**config.mk**
```make
export PLATFORM = sky130hd
export DESIGN_NAME = alu_sched
export DESIGN_NICKNAME = d
export VERILOG_FILES = /design/src/rtl/alu_sched_pkg.sv /design/src/rtl/alu_sched_alu.sv /design/src/rtl/alu_sched.sv
export SDC_FILE = /design/constraint.sdc
export NUM_CORES = 1
export LEC_CHECK = 0
export CELL_PAD_IN_SITES_DETAIL_PLACEMENT = 0
export CELL_PAD_IN_SITES_GLOBAL_PLACEMENT = 1
export CORE_ASPECT_RATIO = 1.1
export CORE_MARGIN = 2
export CORE_UTILIZATION = 40
export CTS_CLUSTER_SIZE = 14
export DETAILED_ROUTE_END_ITERATION = 16
export GPL_ROUTABILITY_DRIVEN = 0
export PLACE_DENSITY = 0.82
export SYNTH_ARGS = -nofsm -noshare
export SYNTH_HDL_FRONTEND = slang
export SYNTH_HIERARCHICAL = 1
export SYNTH_SLANG_ARGS = --single-unit
export TNS_END_PERCENT = 20
```
**constraint.sdc**
```tcl
create_clock -name clk -period 8 [get_ports clk]
set_input_delay 1.6 -clock clk [delete_from_list [all_inputs] [get_ports clk]]
set_output_delay 1.6 -clock clk [all_outputs]
set_load 0.005 [all_outputs]
```
**src/rtl/alu_sched_pkg.sv**
```systemverilog
// Shared types and constants for the two-port ALU scheduler.
// State encodings, op codes and the legal-op check.
package alu_sched_pkg;

  typedef enum logic [1:0] {
    S_IDLE = 2'd0,
    S_EXEC = 2'd1,
    S_RESP = 2'd2
  } state_t;

  localparam logic [2:0] OP_AND = 3'b000;
  localparam logic [2:0] OP_OR  = 3'b001;
  localparam logic [2:0] OP_ADD = 3'b010;
  localparam logic [2:0] OP_NOR = 3'b100;
  localparam logic [2:0] OP_SUB = 3'b110;
  localparam logic [2:0] OP_SLT = 3'b111;

  localparam int unsigned ALU_DFLT = 2;

  function automatic logic op_legal(input logic [2:0] op);
    logic ok;
    ok = 1'b0;
    unique case (1'b1)
      op == OP_AND: ok = 1'b1;
      op == OP_OR:  ok = 1'b1;
      op == OP_ADD: ok = 1'b1;
      op == OP_NOR: ok = 1'b1;
      op == OP_SUB: ok = 1'b1;
      op == OP_SLT: ok = 1'b1;
      default:      ok = 1'b0;
    endcase
    return ok;
  endfunction

endpackage

```
**src/rtl/alu_sched_alu.sv**
```systemverilog
// Combinational ALU shared by both scheduler ports.
// Unknown op codes yield the fixed default value.
module alu_sched_alu
  import alu_sched_pkg::*;
#(
  parameter int WIDTH = 32
) (
  input  logic [2:0]       op,
  input  logic [WIDTH-1:0] a,
  input  logic [WIDTH-1:0] b,
  output logic [WIDTH-1:0] y
);

  always_comb begin
    y = WIDTH'(ALU_DFLT);
    case (op)
      OP_AND:  y = a & b;
      OP_OR:   y = a | b;
      OP_ADD:  y = a + b;
      OP_NOR:  y = ~(a | b);
      OP_SUB:  y = a - b;
      OP_SLT:  y = WIDTH'(a < b);
      default: y = WIDTH'(ALU_DFLT);
    endcase
  end

endmodule

```
**src/rtl/alu_sched.sv**
```systemverilog
// Two-port round-robin scheduler around a single ALU.
// IDLE grants and latches, EXEC registers the result, RESP waits.
module alu_sched
  import alu_sched_pkg::*;
#(
  parameter int WIDTH = 32
) (
  input  logic             clk,
  input  logic             rst_n,
  input  logic [1:0]       req_valid,
  output logic [1:0]       req_ready,
  input  logic [2:0]       req_op0,
  input  logic [2:0]       req_op1,
  input  logic [WIDTH-1:0] req_a0,
  input  logic [WIDTH-1:0] req_b0,
  input  logic [WIDTH-1:0] req_a1,
  input  logic [WIDTH-1:0] req_b1,
  output logic [1:0]       rsp_valid,
  input  logic [1:0]       rsp_ready,
  output logic [WIDTH-1:0] rsp_y,
  output logic             rsp_z,
  output logic             rsp_err,
  output logic             busy,
  output logic [15:0]      op_count
);

  state_t           state;
  logic             ptr;
  logic             owner;
  logic [2:0]       op_q;
  logic [WIDTH-1:0] a_q;
  logic [WIDTH-1:0] b_q;
  logic [WIDTH-1:0] y;
  logic [15:0]      cnt_q;
  logic             gnt;
  logic             take;
  logic             done;

  alu_sched_alu #(.WIDTH(WIDTH)) u_alu (
    .op (op_q),
    .a  (a_q),
    .b  (b_q),
    .y  (y)
  );

  // Pointer only breaks ties; a lone requester always wins.
  assign gnt  = (&req_valid) ? ptr : req_valid[1];
  assign take = (state == S_IDLE) && (|req_valid);
  assign done = (state == S_RESP) && rsp_ready[owner];

  assign req_ready = take ? {gnt, ~gnt} : 2'b00;
  assign busy      = (state != S_IDLE);
  assign op_count  = cnt_q;

  always_ff @(posedge clk or negedge rst_n) begin
    if (!rst_n) begin
      state     <= S_IDLE;
      ptr       <= 1'b0;
      owner     <= 1'b0;
      op_q      <= 3'b000;
      a_q       <= '0;
      b_q       <= '0;
      rsp_valid <= 2'b00;
      rsp_y     <= '0;
      rsp_z     <= 1'b0;
      rsp_err   <= 1'b0;
      cnt_q     <= 16'd0;
    end else begin
      case (state)
        S_IDLE: begin
          if (take) begin
            owner <= gnt;
            op_q  <= gnt ? req_op1 : req_op0;
            a_q   <= gnt ? req_a1 : req_a0;
            b_q   <= gnt ? req_b1 : req_b0;
            state <= S_EXEC;
          end
        end
        S_EXEC: begin
          rsp_y     <= y;
          rsp_z     <= (y == '0);
          rsp_err   <= ~op_legal(op_q);
          rsp_valid <= {owner, ~owner};
          state     <= S_RESP;
        end
        S_RESP: begin
          if (done) begin
            rsp_valid <= 2'b00;
            cnt_q     <= cnt_q + 16'd1;
            ptr       <= ~owner;
            state     <= S_IDLE;
          end
        end
        default: state <= S_IDLE;
      endcase
    end
  end

endmodule
```
==> flow_summary_export.csv, run 1 <==
group,metric,value,unit
status,outcome,"complete, no violations",
synthesis,synth.largest_area_cell,"dfrtp_1",
worst_setup_path,path_cells,"clkdlybuf4s50_1 -> nand2_1 -> and3_2 -> clkdlybuf4s50_1",
placed_design,dpl.cell_count,1604,
final_layout,fillers,2399,
clocking,cts_root_buf,"clkbuf_16",
synthesis,synth_top_area_frac,0.301,
global_route,grt_first_pass_wirelength,49000,um
synthesis,yosysUniqueCellTypes,85,
worst_setup_path,worstSetupStartpointType,"primary input",
synthesis,synth_area,10200,um^2
floorplanning,die_area,26800,um^2
clocking,cts_buffers,17,
route,ant_nets,0,
synthesis,synth_edf_count,0,
worst_setup_path,critical_path_class,"in2out",
timing,setup-violations-final,0,
power_and_ir_drop,total_switching_power,3.26,mW
final_layout,drive_gt1_frac,0.0840,
clocking,cts_hold_buf,0,
worst_setup_path,cp.arrival,3.58,ns
synthesis,netlist_top_cells_count,"inv_1 (172), dfrtp_1 (123), ha_1 (105), nor2_1 (79), a21oi_1 (78)",
global_route,grtUsageTotal,0.229,
clocking,clk_latency,0.43,ns
floorplanning,row_count,61,
timing,period_minus_slack,5.18,ns
worst_setup_path,path_common_cell,"clkdlybuf4s50_1",
clocking,cts_tree,"yes",
power_and_ir_drop,p_leak,5.79,nW
global_route,antenna_found_initial,0,
floorplanning,core,25200,um^2
timing,rsz0062_at_grt,"no",
synthesis,synth_area_leaders,"dfrtp_1 (30%), ha_1 (13%), a222oi_1 (6.6%)",
worst_setup_path,required,6.40,ns
floorplanning,io_pins,195,
route,wirelength,31000,um
synthesis,yosys_warnings,6,
worst_setup_path,cp_top_family,"buffers and inverters",
placed_design,dpl_cell_area,12300,um^2
final_layout,final_cells,1636,
placed_design,hpwl,22000,um
placed_design,place_ws,2.80,ns
synthesis,async_reset_ff_frac,1.00,
route,first_pass_iters,8,
route,vias,9706,
worst_hold_path,hold_class,"reg2reg",
clocking,cts-htree-levels,4,
power_and_ir_drop,vdd_ir_drop_max,309,uV
clocking,cts_setup_buffers,0,
floorplanning,start_util,0.405,
synthesis,synth-seq-cells,123,
final_layout,layout.nets,1555,
worst_setup_path,critPathCaptureType,"output port",
route,wl_per_cell,18.9,um
worst_setup_path,path_buf_inv,2,
power_and_ir_drop,switching_share,0.514,
route,drc,0,
timing,setup_ws,2.82,ns
flow_run,drv_cap,0,
synthesis,synth_most_common_cell,"inv_1",
floorplanning,die_h,172,um
worst_setup_path,cpPeakStageDelay,0.75,ns
timing,max_freq,193,MHz
timing,slew_headroom,0.255,
worst_setup_path,worstPathMaxFanout,39,
synthesis,synth_flop_cell,"dfrtp_1",
timing,hold_violations,0,
synthesis,seq_area_frac_synth,0.301,
clocking,clk_path_buf_depth,2,
floorplanning,die_x,156,um
power_and_ir_drop,comb_power_share,0.687,
synthesis,syn_nets,1405,
final_layout,synthToLayoutAreaGrowth,25.9,%
timing,maxSlewViolCount,0,
timing,finalCritPeriodShare,0.647,
worst_setup_path,slowest_stage,"and3_2",
timing,tightest_slew,1.12,ns
clocking,clk_pin_slew,0.08,ns
power_and_ir_drop,power_density,494,nW/um^2
power_and_ir_drop,power.internal,3.09,mW
synthesis,syn_area_per_cell,8.82,um^2
clocking,cts_resized,0,
final_layout,final_cell_area,12900,um^2
global_route,grt_pass1_vias,9364,
timing,setup_tns,0,ns
global_route,grt_max_degree,70,
timing,clock_skew,0.0164,ns
power_and_ir_drop,clock_power_share,0.123,
route,drt_iter0_markers,870,
power_and_ir_drop,seq_power_share,0.190,
route,via_per_inst,5.93,
placed_design,port_buffers,194,
final_layout,antenna_cells_inserted,0,
global_route,grt-ovfl-total,0,
synthesis,synth_cells,1158,
clocking,clock_sinks,123,
-- kinds of logic after synthesis --
kind of cell | after synthesis | synth area share
adder cells (fa/ha/maj) | 107 | 0.133
XOR/XNOR | 20 | 0.0172
AND/OR/NAND/NOR | 243 | 0.119
flip-flops | 123 | 0.301
multiplexers | 36 | 0.0409
AO/OA/AOI/OAI | 384 | 0.288
buffers and inverters | 245 | 0.101
-- through the flow --
stage / total power [mW] / utilization / hold WS, ns
after CTS: 6.31 / 0.510 / 0.492
after global routing: 6.88 / 0.510 / 0.504
final: 6.36 / 0.510 / 0.486
after detailed placement: 5.48 / 0.487 / 0.477
after global placement: 5.43 / 0.487 / 0.466
after floorplan: 4.25 / - / 0.468
-- final cells by class --
| class | count | area (um^2) | area share |
|---|---|---|---|
| Clock buffer | 17 | 425 | 0.0331 |
| Clock inverter | 15 | 170 | 0.0132 |
| Inverter | 172 | 646 | 0.0502 |
| Multi-Input combinational cell | 790 | 6120 | 0.477 |
| Sequential cell | 123 | 3080 | 0.239 |
| Tap cell | 315 | 394 | 0.0307 |
| Timing Repair Buffer | 204 | 2010 | 0.157 |
-- path summary, 6_finish.rpt --
| kind | depth (start not counted) | startpoint | endpoint | slack (ns) |
|---|---|---|---|---|
| min in group asynchronous | 1 | rst_n | b_q[10]$_DFFE_PN0P_ | 1.22 |
| worst max register to register | 14 | b_q[12]$_DFFE_PN0P_ | rsp_z$_DFFE_PN0P_ | 3.57 |
| worst max-delay path | 4 | req_valid[1] | req_ready[0] | 2.82 |
| max in group asynchronous | 2 | rst_n | rsp_valid[0]$_DFFE_PN0P_ | 5.47 |
| worst min register to register | 1 | op_count[15]$_DFFE_PN0P_ | op_count[15]$_DFFE_PN0P_ | 0.49 |
| worst min-delay path | 1 | op_count[15]$_DFFE_PN0P_ | op_count[15]$_DFFE_PN0P_ | 0.49 |
-- routing by layer --
layer | up-vias | global-route usage | share of wire
met4 | 0 | 0.0762 | 0.023
met5 | - | 0 | 0
met3 | 50 | 0.0421 | 0.061
met2 | 353 | 0.384 | 0.46
li1 | 4616 | - | -
met1 | 4687 | 0.299 | 0.45
-- worst reg2reg max path: stages, from the launching register on --
cell	delay (ns)
dfrtp_1	0.41
inv_1	0.08
ha_1	0.54
a21oi_1	0.19
o21ai_0	0.37
a2111oi_2	0.13
o41ai_4	0.55
a221oi_2	0.14
o41ai_1	0.87
o22ai_1	0.19
nor2_1	0.13
o21ai_1	0.14
nor4_1	0.20
nand4_1	0.12
o31ai_1	0.26
-- sequential cells by signal, indices dropped and copies added, names as in the netlist --
register	count
op_q	3
rsp_y	32
state	2
b_q	32
rsp_err	1
owner	1
a_q	32
rsp_valid	2
ptr	1
op_count	16
rsp_z	1
-- power groups by stage --
stage,sequential [mW],clock [mW],combinational (mW)
after global routing,1.26,0.829,4.79
after floorplan,1.13,0,3.12
after detailed placement,1.22,0,4.26
after CTS,1.22,0.799,4.30
final,1.21,0.781,4.36
after global placement,1.21,0,4.22
-- cells in the final DEF (no fill, tap or decap), drive strengths merged, types with 8 or more instances in the layout --
cell type      netlist  layout
a2111oi              8       8
a211oi               9       9
a21o                 8       8
a21oi               79      79
a221oi              22      22
a222oi              67      67
buf                 31      11
clkbuf              40      17
clkdlybuf4s50        0     193
dfrtp              123     123
ha                 105     105
inv                172     182
mux2                33      33
nand2               44      44
nand2b              15      15
nand3               21      21
nand4               11      11
nor2                80      80
nor2b                9       9
nor3                15      15
nor4                16      16
o21ai               54      54
o21bai              15      15
o221a                9       9
o221ai              26      26
o22ai               23      23
xnor2               15      15
Note: power is estimated with default switching activity, not from simulation.
==> inputs of run 2 (changes only) <==
Clock period 8 ns to 4.9 ns, I/O delays scaled along.
==> flow_summary_export.csv, run 2 (synthesis gave the netlist of run 1 again) <==
group,metric,value,unit
route,wirelength,32100,um
power_and_ir_drop,switching_share,0.514,
timing,tightest_slew,1.13,ns
route,ant_nets,0,
clocking,cts_hold_buf,0,
power_and_ir_drop,vdd_ir_drop_max,416,uV
power_and_ir_drop,p_leak,5.83,nW
worst_setup_path,critical_path_class,"reg2reg",
floorplanning,io_pins,195,
clocking,clk_latency,0.43,ns
timing,rsz0062_at_grt,"no",
power_and_ir_drop,seq_power_share,0.186,
clocking,cts-htree-levels,4,
timing,period_minus_slack,4.39,ns
route,drc,0,
global_route,antenna_found_initial,0,
final_layout,antenna_cells_inserted,0,
timing,setup-violations-final,0,
final_layout,final_util,0.514,
route,drt_iter0_markers,1070,
power_and_ir_drop,clock_power_share,0.123,
placed_design,hpwl,23500,um
route,wl_per_cell,19.5,um
final_layout,synthToLayoutAreaGrowth,26.7,%
timing,setup_ws,0.507,ns
floorplanning,start_util,0.405,
timing,setup_tns,0,ns
power_and_ir_drop,power.internal,5.10,mW
placed_design,port_buffers,194,
final_layout,final_common_cell,"clkdlybuf4s50_1",
final_layout,final_cells,1643,
timing,max_freq,228,MHz
global_route,grt_max_degree,69,
clocking,cts_root_buf,"clkbuf_16",
timing,clock_skew,0.0101,ns
clocking,clock_sinks,123,
route,via_per_inst,6.05,
worst_setup_path,worstPathMaxFanout,9,
worst_hold_path,hold_class,"reg2reg",
clocking,clk_path_buf_depth,2,
final_layout,biggestRegsByFlops,"a_q (32), b_q (32), rsp_y (32)",
final_layout,final_cell_mix,"clkdlybuf4s50_1 (193), inv_1 (172), dfrtp_1 (123)",
final_layout,drive_gt1_frac,0.0881,
worst_setup_path,worstSetupStartpointType,"register",
floorplanning,row_count,61,
global_route,grt_first_pass_wirelength,51300,um
timing,hold_violations,0,
status,outcome,"complete, no violations",
clocking,cts_buffers,17,
final_layout,fillers,2395,
worst_setup_path,required,5.22,ns
power_and_ir_drop,power_density,811,nW/um^2
worst_setup_path,cp.arrival,4.71,ns
flow_run,drv_cap,0,
route,first_pass_iters,8,
floorplanning,core,25200,um^2
route,vias,9943,
global_route,grt-ovfl-total,0,
final_layout,layout.nets,1562,
power_and_ir_drop,comb_power_share,0.691,
worst_setup_path,critPathCaptureType,"register",
clocking,cts_setup_buffers,0,
worst_setup_path,r2r_slack,0.51,ns
global_route,grt_pass1_vias,9634,
placed_design,place_ws,0.560,ns
clocking,cts_tree,"yes",
route,dr_wl_met2,15100,um
route,drt-met1-wl,14200,um
route,top_layer,"met4",
power_and_ir_drop,total_switching_power,5.39,mW
global_route,grtUsageTotal,0.241,
placed_design,dpl.cell_count,1611,
timing,slew_headroom,0.245,
floorplanning,die_h,172,um
route,wl_met3,2070,um
clocking,cts_resized,0,
timing,finalCritPeriodShare,0.896,
floorplanning,die_area,26800,um^2
floorplanning,die_x,156,um
timing,maxSlewViolCount,0,
clocking,clk_pin_slew,0.07,ns
[run 2: final cells by class]
type,instances,area [um^2],share of cell area
multi-input combinational,790,6120,0.473
sequential,123,3080,0.238
timing repair buffer,211,2090,0.162
inverter,172,646,0.0499
clock buffer,17,425,0.0329
tap,315,394,0.0305
clock inverter,15,178,0.0137
[run 2: final timing paths]
| check | startpoint | endpoint | depth (start not counted) |
|---|---|---|---|
| min in group asynchronous | rst_n | a_q[10]$_DFFE_PN0P_ | 1 |
| setup / recovery | a_q[13]$_DFFE_PN0P_ | rsp_z$_DFFE_PN0P_ | 14 |
| hold reg to reg | op_count[15]$_DFFE_PN0P_ | op_count[15]$_DFFE_PN0P_ | 1 |
| max in group asynchronous | rst_n | rsp_err$_DFFE_PN0P_ | 2 |
| hold / removal | op_count[15]$_DFFE_PN0P_ | op_count[15]$_DFFE_PN0P_ | 1 |
| setup reg to reg | a_q[13]$_DFFE_PN0P_ | rsp_z$_DFFE_PN0P_ | 14 |
[run 2: layer usage]
layer / vias to the layer above / track usage
li1: 4628 / -
met1: 4820 / 0.319
met5: - / 0
met2: 445 / 0.398
met3: 50 / 0.0416
met4: 0 / 0.0846
[run 2: per-stage QoR]
step | hold slack [ns] | cell area [um^2] | total power, mW
detailed placement | 0.479 | 12300 | 9.07
floorplan | 0.468 | 10200 | 6.94
global route | 0.504 | 12900 | 11.4
CTS | 0.492 | 12900 | 10.4
finish | 0.488 | 12900 | 10.5
global placement | 0.465 | 12300 | 9.00
[run 2: worst max-delay path, cell delays in order, from the launching register on]
cell,delay (ns)
dfrtp_1,0.42
inv_1,0.06
ha_1,0.42
a21oi_1,0.17
o21ai_0,0.13
a2111oi_0,0.72
o21ai_0,0.25
a2111oi_2,0.59
nor3_1,0.15
o21ai_0,0.22
xnor2_1,0.14
o221ai_1,0.18
nor4_1,0.42
nand4_1,0.15
o31ai_1,0.25
[run 2: power groups by stage]
stage | combinational (mW) | sequential [mW] | clock, mW
after detailed placement | 7.10 | 1.97 | 0
after floorplan | 5.10 | 1.84 | 0
after global placement | 7.05 | 1.95 | 0
after global routing | 7.96 | 2.03 | 1.38
final | 7.25 | 1.95 | 1.29
after CTS | 7.14 | 1.96 | 1.32
